--- src/rtl/vt52_key_encoder_if.sv ---
// Key-event and outbound-byte handshake bundle for the VT52 key encoder.
interface vt52_key_encoder_if;
  logic [7:0] key_data;
  logic [1:0] key_kind;
  logic       key_valid;
  logic       key_ready;
  logic [7:0] tx_data;
  logic       tx_valid;
  logic       tx_ready;
  logic       busy;

  // master: keyboard scanner + UART side; slave: the encoder
  modport master (
    output key_data, key_kind, key_valid, tx_ready,
    input  key_ready, tx_data, tx_valid, busy
  );

  modport slave (
    input  key_data, key_kind, key_valid, tx_ready,
    output key_ready, tx_data, tx_valid, busy
  );
endinterface

--- src/rtl/vt52_key_encoder.sv ---
// VT52 host-bound byte generator: queues key events and expands each into
// its VT52 byte sequence (plain byte, ESC+cursor letter, ESC / K identify).
module vt52_key_encoder #(
  parameter int unsigned FIFO_DEPTH = 4
) (
  input logic               clk,
  input logic               clr_n,
  vt52_key_encoder_if.slave bus
);

  localparam int unsigned PTR_W = $clog2(FIFO_DEPTH);
  localparam int unsigned CNT_W = PTR_W + 1;

  localparam logic [1:0] KIND_PLAIN  = 2'd0;
  localparam logic [1:0] KIND_CURSOR = 2'd1;
  localparam logic [1:0] KIND_IDENT  = 2'd2;
  localparam logic [1:0] KIND_RSVD   = 2'd3;

  // Bn encodings double as the byte index within the current sequence
  localparam logic [1:0] S_B0   = 2'd0;
  localparam logic [1:0] S_B1   = 2'd1;
  localparam logic [1:0] S_B2   = 2'd2;
  localparam logic [1:0] S_IDLE = 2'd3;

  typedef struct packed {
    logic [1:0] kind;
    logic [7:0] data;
  } key_evt_t;

  key_evt_t         mem [FIFO_DEPTH];
  logic [PTR_W-1:0] wr_ptr;
  logic [PTR_W-1:0] rd_ptr;
  logic [CNT_W-1:0] count;
  logic             push;
  logic             pop;
  logic             fifo_full;
  logic             fifo_empty;
  key_evt_t         head;

  logic [1:0] state_q,    state_d;
  logic [1:0] kind_q,     kind_d;
  logic [7:0] data_q,     data_d;
  logic [7:0] tx_data_q,  tx_data_d;
  logic       tx_valid_q, tx_valid_d;
  logic       take_head;

  function automatic logic [7:0] seq_byte(input logic [1:0] kind,
                                          input logic [7:0] data,
                                          input logic [1:0] idx);
    logic [7:0] b;
    b = 8'h00;
    case (kind)
      KIND_PLAIN:  b = data;
      KIND_CURSOR: b = (idx == 2'd0) ? 8'h1B : 8'(8'h41 + {6'b0, data[1:0]});
      KIND_IDENT: begin
        case (idx)
          2'd0:    b = 8'h1B;
          2'd1:    b = 8'h2F;
          default: b = 8'h4B;
        endcase
      end
      default:     b = 8'h00;
    endcase
    return b;
  endfunction

  function automatic logic seq_last(input logic [1:0] kind,
                                    input logic [1:0] idx);
    logic l;
    case (kind)
      KIND_PLAIN:  l = (idx == 2'd0);
      KIND_CURSOR: l = (idx == 2'd1);
      default:     l = (idx == 2'd2);
    endcase
    return l;
  endfunction

  assign fifo_full     = (count == CNT_W'(FIFO_DEPTH));
  assign fifo_empty    = (count == '0);
  assign push          = bus.key_valid && !fifo_full;
  assign head          = mem[rd_ptr];

  assign bus.key_ready = !fifo_full;
  assign bus.busy      = !fifo_empty || (state_q != S_IDLE);
  assign bus.tx_data   = tx_data_q;
  assign bus.tx_valid  = tx_valid_q;

  // Event storage; contents need no reset since count gates every read
  always_ff @(posedge clk) begin
    if (push) begin
      mem[wr_ptr] <= key_evt_t'({bus.key_kind, bus.key_data});
    end
  end

  always_ff @(posedge clk or negedge clr_n) begin
    if (!clr_n) begin
      wr_ptr <= '0;
      rd_ptr <= '0;
      count  <= '0;
    end else begin
      if (push) wr_ptr <= PTR_W'(wr_ptr + PTR_W'(1));
      if (pop)  rd_ptr <= PTR_W'(rd_ptr + PTR_W'(1));
      count <= CNT_W'(count + CNT_W'(push) - CNT_W'(pop));
    end
  end

  always_ff @(posedge clk or negedge clr_n) begin
    if (!clr_n) begin
      state_q    <= S_IDLE;
      kind_q     <= KIND_PLAIN;
      data_q     <= 8'h00;
      tx_data_q  <= 8'h00;
      tx_valid_q <= 1'b0;
    end else begin
      state_q    <= state_d;
      kind_q     <= kind_d;
      data_q     <= data_d;
      tx_data_q  <= tx_data_d;
      tx_valid_q <= tx_valid_d;
    end
  end

  // Sequencer: on the last-byte transfer the next head is taken in the same
  // edge so consecutive sequences stream without a bubble
  always_comb begin
    state_d    = state_q;
    kind_d     = kind_q;
    data_d     = data_q;
    tx_data_d  = tx_data_q;
    tx_valid_d = tx_valid_q;
    pop        = 1'b0;
    take_head  = 1'b0;

    case (state_q)
      S_IDLE: begin
        take_head = !fifo_empty;
      end
      S_B0, S_B1, S_B2: begin
        if (bus.tx_ready) begin
          if (!seq_last(kind_q, state_q)) begin
            state_d   = 2'(state_q + 2'd1);
            tx_data_d = seq_byte(kind_q, data_q, 2'(state_q + 2'd1));
          end else if (!fifo_empty) begin
            take_head = 1'b1;
          end else begin
            state_d    = S_IDLE;
            tx_valid_d = 1'b0;
          end
        end
      end
      default: begin
        state_d    = S_IDLE;
        tx_valid_d = 1'b0;
      end
    endcase

    if (take_head) begin
      pop    = 1'b1;
      kind_d = head.kind;
      data_d = head.data;
      if (head.kind == KIND_RSVD) begin
        state_d    = S_IDLE;
        tx_valid_d = 1'b0;
      end else begin
        state_d    = S_B0;
        tx_valid_d = 1'b1;
        tx_data_d  = seq_byte(head.kind, head.data, 2'd0);
      end
    end
  end

endmodule

--- src/flat_wrapper.sv ---
// flat-port wrapper written by rule: the top's interface ports become plain ports
module vt52_key_encoder_flat 
#(
  parameter int unsigned FIFO_DEPTH = 4
)
  (clk, clr_n, bus_key_data, bus_key_kind, bus_key_valid, bus_tx_ready, bus_key_ready, bus_tx_data, bus_tx_valid, bus_busy);
  vt52_key_encoder_if bus_i ();
  input logic clk;
  input logic clr_n;
  input wire logic [$bits(bus_i.key_data)-1:0] bus_key_data;
  input wire logic [$bits(bus_i.key_kind)-1:0] bus_key_kind;
  input wire logic [$bits(bus_i.key_valid)-1:0] bus_key_valid;
  input wire logic [$bits(bus_i.tx_ready)-1:0] bus_tx_ready;
  output wire logic [$bits(bus_i.key_ready)-1:0] bus_key_ready;
  output wire logic [$bits(bus_i.tx_data)-1:0] bus_tx_data;
  output wire logic [$bits(bus_i.tx_valid)-1:0] bus_tx_valid;
  output wire logic [$bits(bus_i.busy)-1:0] bus_busy;
  assign bus_i.key_data = bus_key_data;
  assign bus_i.key_kind = bus_key_kind;
  assign bus_i.key_valid = bus_key_valid;
  assign bus_i.tx_ready = bus_tx_ready;
  assign bus_key_ready = bus_i.key_ready;
  assign bus_tx_data = bus_i.tx_data;
  assign bus_tx_valid = bus_i.tx_valid;
  assign bus_busy = bus_i.busy;
  vt52_key_encoder #(.FIFO_DEPTH(FIFO_DEPTH)) u_core (.clk(clk), .clr_n(clr_n), .bus(bus_i));
endmodule
--- config.mk ---
export PLATFORM = sky130hd
export DESIGN_NAME = vt52_key_encoder_flat
export DESIGN_NICKNAME = d
export VERILOG_FILES = /design/src/rtl/vt52_key_encoder_if.sv /design/src/rtl/vt52_key_encoder.sv /design/src/flat_wrapper.sv
export SDC_FILE = /design/constraint.sdc
export NUM_CORES = 1
export LEC_CHECK = 0
export CAP_MARGIN = 5
export CORE_MARGIN = 5
export CORE_UTILIZATION = 35
export DETAILED_ROUTE_END_ITERATION = 16
export GPL_ROUTABILITY_DRIVEN = 0
export PLACE_DENSITY = 0.52
export SETUP_SLACK_MARGIN = 0.4
export SLEW_MARGIN = 10
export SYNTH_ARGS = -nofsm -noshare
export SYNTH_HDL_FRONTEND = slang
export SYNTH_SLANG_ARGS = --single-unit
--- constraint.sdc ---
create_clock -name clk -period 3.6 [get_ports clk]
set_input_delay 0.54 -clock clk [delete_from_list [all_inputs] [get_ports clk]]
set_output_delay 0.54 -clock clk [all_outputs]
set_load 0.01 [all_outputs]
# Yosys cells after proc, flatten, opt, wreduce, memory -nomap -nowiden
# Memories as Yosys holds them, arrays and structs flattened.
# Cells that the tools add are included.
[totals] register_bits=28 latchBits=0 mem_bits_rw=40 rom_bits=0 inputBits=14 out_inout_bits=11 wordCells=75 memories=1
[mem_list] name="u_core.mem" words=4 width=10 rd=1 rd_clocked_by_memory_dff=0 write_ports=1 line="vt52_key_encoder.sv:30" source="key_evt_t mem [FIFO_DEPTH];"
[classes] add_sub_neg=6 n_mul=0 div=0 magnitude_cmp=0 n_eq_ne=12 n_shift=0 mux=31 bitwise=0 n_reduce_logical=17
[ops] op="2-to-1 mux 8 bit" n=6
[ops] op="one-hot mux 8 bit (3 select lines)" n=1
[ops] op="one-hot mux 8 bit (2 select lines)" n=1
[ops] op="2-to-1 mux 1 bit" n=14
[ops] op="one-hot mux 7 bit (2 select lines)" n=1
[ops] op="2-to-1 mux 2 bit" n=6
[ops] op="equality test 2 bit, second input constant" n=5
[ops] op="adder 7 x 2 -> 8 bit, first input constant" n=1
[ops] op="equality test 2 x 1 -> 1 bit, second input constant" n=4
[ops] op="zero test 2 bit" n=4
[ops] op="nonzero test 2 bit" n=4
[ops] op="adder 2 x 1 -> 2 bit, second input constant" n=3
[ops] op="one-hot mux 1 bit (2 select lines)" n=2
[ops] op="AND reduction 4 bit" n=1
[ops] op="adder 3 x 1 -> 3 bit" n=1
[ops] op="equality test 3 bit, second input constant" n=1
[ops] op="zero test 3 bit" n=1
[ops] op="inequality test 3 x 1 -> 1 bit, second input constant" n=1
[ops] op="AND reduction 3 bit" n=1
[ops] op="OR reduction 3 bit" n=1
[ops] op="subtractor 3 x 1 -> 3 bit" n=1
[ops] op="zero test 1 bit" n=2
[ops] op="inequality test 2 bit, second input constant" n=1
[ops] op="OR reduction 2 bit" n=1
[ops] op="other kinds (2)" n=2

# Depth between registers and ports, before layout
# Gate-level depths: netlist (run 1).
[logic_depth] depth_word=9 mapped_depth=10 depth_no_buf=9

# Worst setup path before layout (run 1)
# OpenSTA, ideal clock, no wires.
[synth_path] path_type="register to register" startpoint="register u_core.state_q[0]" endpoint="register u_core.count[2]" setup_time_ns=0.123 arrival_time_ns=2.288 required_time_ns=3.477 path_slack_ns=1.190 stages_incl_launch_ff=11 n_path_buf=1 synth_period_minus_slack_ns=2.410 cell_sequence="dfstp_2 inv_1 ha_1 mux2i_2 o311ai_4 nand2_4 buf_6 mux2i_1 ha_1 fa_1 xnor2_1"
[synth_via] elab_chain_cells=9 elab_cells_between_ends=13 cone_classes="add/sub: 1; eq/ne: 3; mux: 7; reduce/logical: 2"
[synth_lines] element="from (decl)" line="vt52_key_encoder.sv:40" source="logic [1:0] state_q, state_d;"
[synth_lines] element="from (signal assigned)" line="vt52_key_encoder.sv:115" source="state_q <= state_d;"
[synth_lines] element="equality test 2 bit, or another cell as far along" line="vt52_key_encoder.sv:73, vt52_key_encoder.sv:134"
[synth_lines] element="one-hot mux 1 bit (2 select lines)" line="vt52_key_encoder.sv:70" source="case (kind)"
[synth_lines] element="2-to-1 mux 1 bit" line="vt52_key_encoder.sv:139" source="if (bus.tx_ready) begin"
[synth_lines] element="2-to-1 mux 1 bit" line="vt52_key_encoder.sv:134" source="case (state_q)"
[synth_lines] element="2-to-1 mux 1 bit" line="vt52_key_encoder.sv:140" source="if (!seq_last(kind_q, state_q)) begin"
[synth_lines] element="2-to-1 mux 1 bit" line="vt52_key_encoder.sv:139"
[synth_lines] element="one-hot mux 1 bit (2 select lines) *" line="vt52_key_encoder.sv:134"
[synth_lines] element="2-to-1 mux 1 bit *" line="vt52_key_encoder.sv:157" source="if (take_head) begin"
[synth_lines] element="subtractor 3 x 1 -> 3 bit *" line="vt52_key_encoder.sv:103" source="count <= CNT_W'(count + CNT_W'(push) - CNT_W'(pop));"
[synth_lines] element="to (signal assigned)" line="vt52_key_encoder.sv:103"
[synth_lines] element="to (decl)" line="vt52_key_encoder.sv:33" source="logic [CNT_W-1:0] count;"
# Every way passes the cells marked *; elsewhere a longest branch is shown, timed or not. The select of a mux whose other input is x is not followed.
# A chain may end at the register's enable or synchronous reset.

# Worst setup path in the final report (run 1)
[layout_path] startpoint="input bus_tx_ready" endpoint="register u_core.count[2]"
[layout_via] elab_chain_cells=4
[layout_lines] element="from (decl)" line="flat_wrapper.sv:13" source="input wire logic [$bits(bus_i.tx_ready)-1:0] bus_tx_ready;"
[layout_lines] element="2-to-1 mux 1 bit" line="vt52_key_encoder.sv:139"
[layout_lines] element="one-hot mux 1 bit (2 select lines)" line="vt52_key_encoder.sv:134"
[layout_lines] element="2-to-1 mux 1 bit" line="vt52_key_encoder.sv:157"
[layout_lines] element="subtractor 3 x 1 -> 3 bit" line="vt52_key_encoder.sv:103"
# Every way passes these cells.

==> results of run 1 <==
==> final cells by class <==
class,instances,area [sq um],share of cell area (%)
clock inverters,7,80.1,2.13
flip-flops and latches,68,1900,50.8
repair buffers,26,255,6.80
clock buffers,9,124,3.30
well taps,111,139,3.70
multi-input cells,127,1210,32.2
inverters,11,41.3,1.10
==> worst register-to-register path, cell delays in order, from the launching register on <==
cell and delay, ns:
dfstp_2 0.61, inv_1 0.10, ha_1 0.21, mux2i_2 0.29
o311ai_4 0.19, nand2_4 0.25, mux2i_1 0.11, ha_1 0.23
fa_1 0.39, xnor2_1 0.13
==> power by group through the flow <==
stage | registers (uW) | clock network [uW] | logic [uW]
floorplan | 1240 | 0 | 1210
global placement | 1340 | 0 | 1500
detailed placement | 1350 | 0 | 1500
CTS | 1330 | 668 | 1520
global route | 1370 | 701 | 1660
finish | 1320 | 651 | 1490
==> state kept, by name, summed over array words and instances, names as in the netlist <==
| register | cells |
|---|---|
| u_core.mem | 40 |
| u_core.bus.tx_data | 8 |
| u_core.data_q | 8 |
| u_core.count | 3 |
| u_core.kind_q | 2 |
| u_core.rd_ptr | 2 |
| u_core.state_q | 2 |
| u_core.wr_ptr | 2 |
| u_core.bus.tx_valid | 1 |
==> per-layer routing <==
metal	up-vias	routed length [um]	GRT usage [%]
li1	858	-	-
met1	893	2710	14.6
met5	-	0	0
met4	0	106	5.00
met2	33	2950	19.0
met3	9	182	2.45
==> cells by family (layout without fill, tap and decap cells) <==
kind of cell | after synthesis | in the layout
adder cells (fa/ha/maj) | 16 | 16
AND/OR/NAND/NOR | 42 | 42
AO/OA/AOI/OAI | 27 | 27
flip-flops | 68 | 68
multiplexers | 36 | 36
buffers and inverters | 20 | 53
XOR/XNOR | 6 | 6
==> path summary, 6_finish.rpt <==
kind,slack [ns],to,cells past startpoint,from
setup / recovery,0.90,u_core.count[2]$_DFF_PN0_,7,bus_tx_ready
hold / removal,0.51,u_core.data_q[7]$_DFFE_PN0P_,1,u_core.data_q[7]$_DFFE_PN0P_
setup reg to reg,0.99,u_core.count[2]$_DFF_PN0_,9,u_core.state_q[0]$_DFFE_PN1P_
hold reg to reg,0.51,u_core.data_q[7]$_DFFE_PN0P_,1,u_core.data_q[7]$_DFFE_PN0P_
max in group asynchronous,2.70,u_core.state_q[0]$_DFFE_PN1P_,2,clr_n
min in group asynchronous,0.57,u_core.bus.tx_data[1]$_DFF_PN0_,2,clr_n
==> synth_stat cells (4+ instances only) <==
cell | n | share of area, %
o21ai_0 | 5 | 0.78
nand2_1 | 9 | 1.1
mux2i_1 | 14 | 4.4
edfxtp_1 | 40 | 37
mux2_4 | 6 | 2.8
nor2_1 | 9 | 1.1
dfrtp_1 | 26 | 20
mux4_2 | 10 | 7.0
mux2_2 | 5 | 1.8
nand3b_1 | 4 | 0.94
xnor2_1 | 5 | 1.4
a21oi_1 | 7 | 1.1
o22ai_1 | 5 | 0.98
inv_1 | 11 | 1.3
ha_1 | 15 | 5.9
and3_1 | 4 | 0.78
==> stage by stage <==
stage	utilization [%]	worst slack (ns)
final	41.4	0.902
after global routing	41.4	0.734
after CTS	41.4	0.898
after detailed placement	39.1	0.546
after global placement	39.1	0.579
after floorplan	-	1.19
==> cells in the final DEF (no fill, tap or decap), types with 2 or more instances in the layout <==
cell type and instances:
mux2_4 6, o22ai_1 5, mux2_2 5, mux4_2 10
inv_6 3, o221ai_1 2, nand2_1 9, nor2_1 9
o21ai_0 5, edfxtp_1 40, ha_1 15, dfrtp_1 26
dfstp_2 2, clkbuf_8 9, xnor2_1 5, nor2b_1 2
buf_4 2, nand4_1 2, mux2i_1 14, nand3_1 3
clkinvlp_4 2, nand3b_1 4, a21oi_1 7, inv_1 11
and3_1 4, nor3_1 2, clkdlybuf4s50_1 24
==> summary.txt, run 1 <==
Logic synthesis
  • Post-synthesis cell type count: 45
  • Largest family of logic cells by synthesized area: multiplexers
  • Post-Synth Simple-Gate Area: around 7%
  • Syn Nets: ~250
  • Top_reg_cell synth: edfxtp_1
  • Ys Warns: 0
  • Post-Synth XOR/XNOR Area: between 1.5 and 2%
  • Adder-cell share of the synthesized area: approximately 6.5%
  • Register area share after synthesis: approximately 59%
  • #FFs+latches synth: 68
  • Number of synthesized flops with an enable pin: 40
  • Mean Syn Cell Area: between 10 and 15 sq um
  • Synth Area in Compound Gates: between 6 and 7%
  • Mux cell area share after synthesis: between 10% and 20%
  • Cells after synthesis: about 220
  • Synth async-reset ratio: 41.2%
  • Netlist Area Pre-Place: ~3200 sq um

CTS
  • Clock tree sinks: 68
  • Post-CTS setup buffers: 0
  • # hold bufs at CTS: 0
  • Cts bufs inserted: 9
  • Latest clock arrival within the worst-skew pair: 0.35 ns
  • H-tree levels: 3
  • Clock buffer depth: 2
  • TritonCTS clock tree: built
  • PostCTS Resize Cnt: 0
  • Clk slew on worst S/H paths: approximately 0.080 ns
  • Root Buffer: clkbuf_8

Pwr
  • Power Total: roughly 3500 uW
  • Switch Pwr: about 1300 uW
  • Combinational share of power: between 40% and 50%
  • Reg power frac: between 30% and 40%
  • P_leak: between 0.001 and 0.0015 uW
  • Clk network pwr share: roughly a fifth
  • Sw Share: 36.8%
  • Max IR drop VDD: about 260 uV
  • Power per cell area: approximately 920 nW/um^2
  • Internal power: between 2000 and 2500 uW

GRT
  • Largest net degree at the start of global routing: 29
  • First-pass GRT wire length: 9830 um
  • Vias in the first global route: around 1900
  • GRT Util Overall: a little under an eighth
  • Global route overflow: 0
  • Initial antenna violation count: 0

STA
  • Final setup fails: 0
  • Total negative slack: 0 ns
  • Final Hold Fails: 0
  • Max Freq: approximately 370 MHz
  • Minimum hold slack: approximately 0.5 ns
  • Clock Skews: a little under 0.01 ns
  • Post-route clock period utilization: approximately 75%
  • Worst slew pin tran: 0.667 ns
  • Slew HR: 55.5%
  • Post-layout minimum cycle time: approximately 2.7 ns
  • Unrepaired setup endpoints after global routing: no
  • Max-slew violations: 0

Setup path
  • WP data arrival: 2.93 ns
  • Crit path max-delay family: buffers and inverters
  • Slowest-stage cell, CP: clkdlybuf4s50_1
  • WS Path Type: in2reg
  • Worst EP required: between 3 and 4 ns
  • WP buf/inv: 2
  • CP endpoint kind: flop
  • Max FO, Critical Path: 13
  • Max incr delay on CP: ~0.65 ns
  • Worst Setup Start Kind: primary input
  • Crit-path cells: clkdlybuf4s50_1, inv_1, o311ai_4, nand2_4, or2_2, fa_1, xnor2_1

Routing
  • Overall via count from detail_route: 1793
  • Vias per cell: about 5.0
  • Initial DRC Count: 54
  • DRC viols: 0
  • Routed wire per std cell: 16.6 um
  • Detailed-route wire length: approximately 5900 um
  • Final ANT Viol Nets: 0
  • Drt pass-1 iters: 4

Floorplan
  • Top Ports: 25
  • Die Width: around 110 um
  • Core area: between 9000 and 10000 sq um
  • Die Area: approximately 11000 sq um
  • Starting Density: between 30 and 40%
  • Row count: 35
  • Die Y: between 100 and 150 um

Outcome
  • Status: finished, final reports clean

Finish
  • Cell Count, Final, Fillers Out: 359
  • Share of layout cells above drive strength 1: 19.0%
  • Post-layout nets: between 200 and 300
  • Diodes inserted: 0
  • Synth-to-Final Area Change: 17.1%
  • # fillers: 844
  • Non-Filler Cell Area, Final: 3750 sq um

Run
  • Max-Cap Viols: 0

Placed design
  • Cell Area, Placed: around 3500 sq um
  • Final HPWL DP: a little over 4000 um
  • I/O Buffers: 24
  • Post-Place Cells: 343

Hold path
  • Hold WC Path Type: reg2reg
Power figures use the tool's default switching activity.
==> inputs of run 2 (changes only) <==
Clock period 3.6 ns to 2.83 ns, I/O delays scaled along.
==> run 2 against run 1 <==
  * Register-to-register slack got worse by 0.50 ns
  * Clock skew fell by 0.0021 ns
  * Cell area increased by 1.9%
  * Sequential share of layout area fell by 0.90 points
  * Die area did not move
  * Non-clock buffer count increased by 7
  * Largest power group unchanged
  * Hold slack lost 0.043 ns
  * Critical endpoint unchanged
  * Cell count rose by 1.9%
  * Setup slack got worse by 0.41 ns
==> summary.txt, run 2 (synthesis gave the netlist of run 1 again) <==
Routing
  • Routed wire per std cell: between 15 and 20 um
  • Initial DRC Count: 58
  • Detailed-route wire length: 5840 um
  • Overall via count from detail_route: about 1800
  • Drt pass-1 iters: 4
  • DRC viols: 0
  • DR WL met3: about 150 um
  • Vias per cell: 4.78
  • Final ANT Viol Nets: 0
  • Met1 wire length: 2730 um
  • Met2 WL: between 2000 and 3000 um
  • DR top layer: met4

Setup path
  • Worst Setup Start Kind: flop
  • Crit-path cells: ha_1, mux2i_4, o311ai_4, nand2_4, or2_2, fa_1, xnor2_1
  • WS Path Type: reg2reg
  • Slowest-stage cell, CP: dfstp_2
  • WP data arrival: about 2.6 ns
  • Max FO, Critical Path: 7
  • Max incr delay on CP: ~0.61 ns
  • Worst EP required: slightly above 3 ns
  • CP endpoint kind: flop

Floorplan
  • Starting Density: between 30% and 40%
  • Die Area: between 10000 and 15000 sq um
  • Die Y: around 110 um
  • Die Width: about 110 um
  • Row count: 35
  • Top Ports: 25
  • Core area: roughly 9000 sq um

Finish
  • Most common cell after layout, fill and taps aside: edfxtp_1
  • Post-layout nets: 280
  • Utilization after layout: a little over two fifths
  • Multi-input gate area: about 1200 sq um
  • Number of flip-flops in the largest register: 40
  • Diodes inserted: 0
  • Reg area: 1910 sq um
  • # fillers: about 840
  • Cell Count, Final, Fillers Out: about 370
  • Synth-to-Final Area Change: 19.3%
  • Biggest register: u_core.mem
  • Non-Filler Cell Area, Final: roughly 3800 sq um
  • Share of layout cells above drive strength 1: a little over a fifth
  • Most frequent cells in the layout: edfxtp_1, dfrtp_1, clkdlybuf4s50_1, ha_1, mux2i_1

STA
  • Slew HR: around 56%
  • Max Freq: ~430 MHz
  • Post-route clock period utilization: between 80% and 90%
  • Max-slew violations: 0
  • Total negative slack: 0 ns
  • Final Hold Fails: 0
  • Clock Skews: 0.00755 ns
  • Final setup fails: 0
  • Worst slew pin tran: around 0.66 ns
  • Post-layout minimum cycle time: roughly 2.3 ns
  • Unrepaired setup endpoints after global routing: yes

CTS
  • Clock buffer depth: 2
  • Root Buffer: clkbuf_8
  • H-tree levels: 3
  • TritonCTS clock tree: built
  • Clock tree sinks: approximately 70
  • Clk slew on worst S/H paths: around 0.080 ns
  • Latest clock arrival within the worst-skew pair: around 0.33 ns
  • Cts bufs inserted: 9
  • # hold bufs at CTS: 0

Hold path
  • Hold WC Path Type: in2async

Run
  • Max-Cap Viols: 0

Pwr
  • Power per cell area: around 1200 nW/um^2
  • Power Total: approximately 4500 uW
  • P_leak: between 0.0015 and 0.002 uW
  • Max IR drop VDD: ~320 uV

GRT
  • First-pass GRT wire length: between 9000 and 10000 um
  • Initial antenna violation count: 0
  • GRT Util Overall: a little under an eighth
  • Largest net degree at the start of global routing: 29
  • Vias in the first global route: approximately 1900
  • Global route overflow: 0

Placed design
  • Final HPWL DP: roughly 4200 um
  • Post-Place Cells: 349
  • I/O Buffers: 24
  • Cell Area, Placed: approximately 3600 sq um

Outcome
  • Status: finished, final reports clean
run 2: critical path, delay by kind of cell (launching register included):
family / cells / cell delay [ns]
AO/OA/AOI/OAI: 1 / 0.40
multiplexers: 1 / 0.10
XOR/XNOR: 1 / 0.13
adder cells (fa/ha/maj): 2 / 0.61
AND/OR/NAND/NOR: 2 / 0.37
flip-flops: 1 / 0.61
run 2: metrics by stage:
| step | hold slack (ns) | setup slack [ns] |
|---|---|---|
| floorplan | 0.129 | 0.420 |
| global placement | 0.489 | 0.348 |
| detailed placement | 0.499 | 0.332 |
| CTS | 0.464 | 0.420 |
| global route | 0.495 | 0.373 |
| finish | 0.468 | 0.495 |
run 2: final cells by class:
class	instances	area share, %
Tap cell	111	3.63
Timing Repair Buffer	33	8.05
Clock inverter	7	2.16
Clock buffer	9	3.24
Sequential cell	68	49.9
Multi-Input combinational cell	127	32.0
Inverter	11	1.08
run 2: final timing paths:
path                                          startpoint                         endpoint  slack (ns)  cells after the start
setup / recovery           u_core.state_q[0]$_DFFE_PN1P_        u_core.count[2]$_DFF_PN0_        0.49                      7
min in group clk            u_core.data_q[3]$_DFFE_PN0P_     u_core.data_q[3]$_DFFE_PN0P_        0.52                      1
hold reg to reg             u_core.data_q[3]$_DFFE_PN0P_     u_core.data_q[3]$_DFFE_PN0P_        0.52                      1
hold / removal                                     clr_n  u_core.bus.tx_data[7]$_DFF_PN0_        0.47                      2
setup reg to reg           u_core.state_q[0]$_DFFE_PN1P_        u_core.count[2]$_DFF_PN0_        0.49                      7
max in group asynchronous                          clr_n    u_core.state_q[1]$_DFFE_PN1P_        2.04                      2
run 2: power breakdown:
group	internal (uW)	leakage (uW)	switching, uW	total [uW]
combinational	1040	0.000705	1000	2050
sequential	1410	0.000698	225	1640
clock	421	0.0000984	403	823
total	2870	0.00150	1630	4500
run 2: timing repair:
| action | in CTS | in global routing |
|---|---|---|
| endpoints found under the setup margin | 0 | 11 |
| resized for setup | 0 | 3 |
| buffers inserted | 0 | 1 |
run 2: metal layers:
layer / vias to the layer above / track usage [%]
li1: 878 / -
met1: 844 / 14.7
met2: 23 / 17.9
met3: 5 / 2.69
met4: 0 / 4.72
met5: - / 0
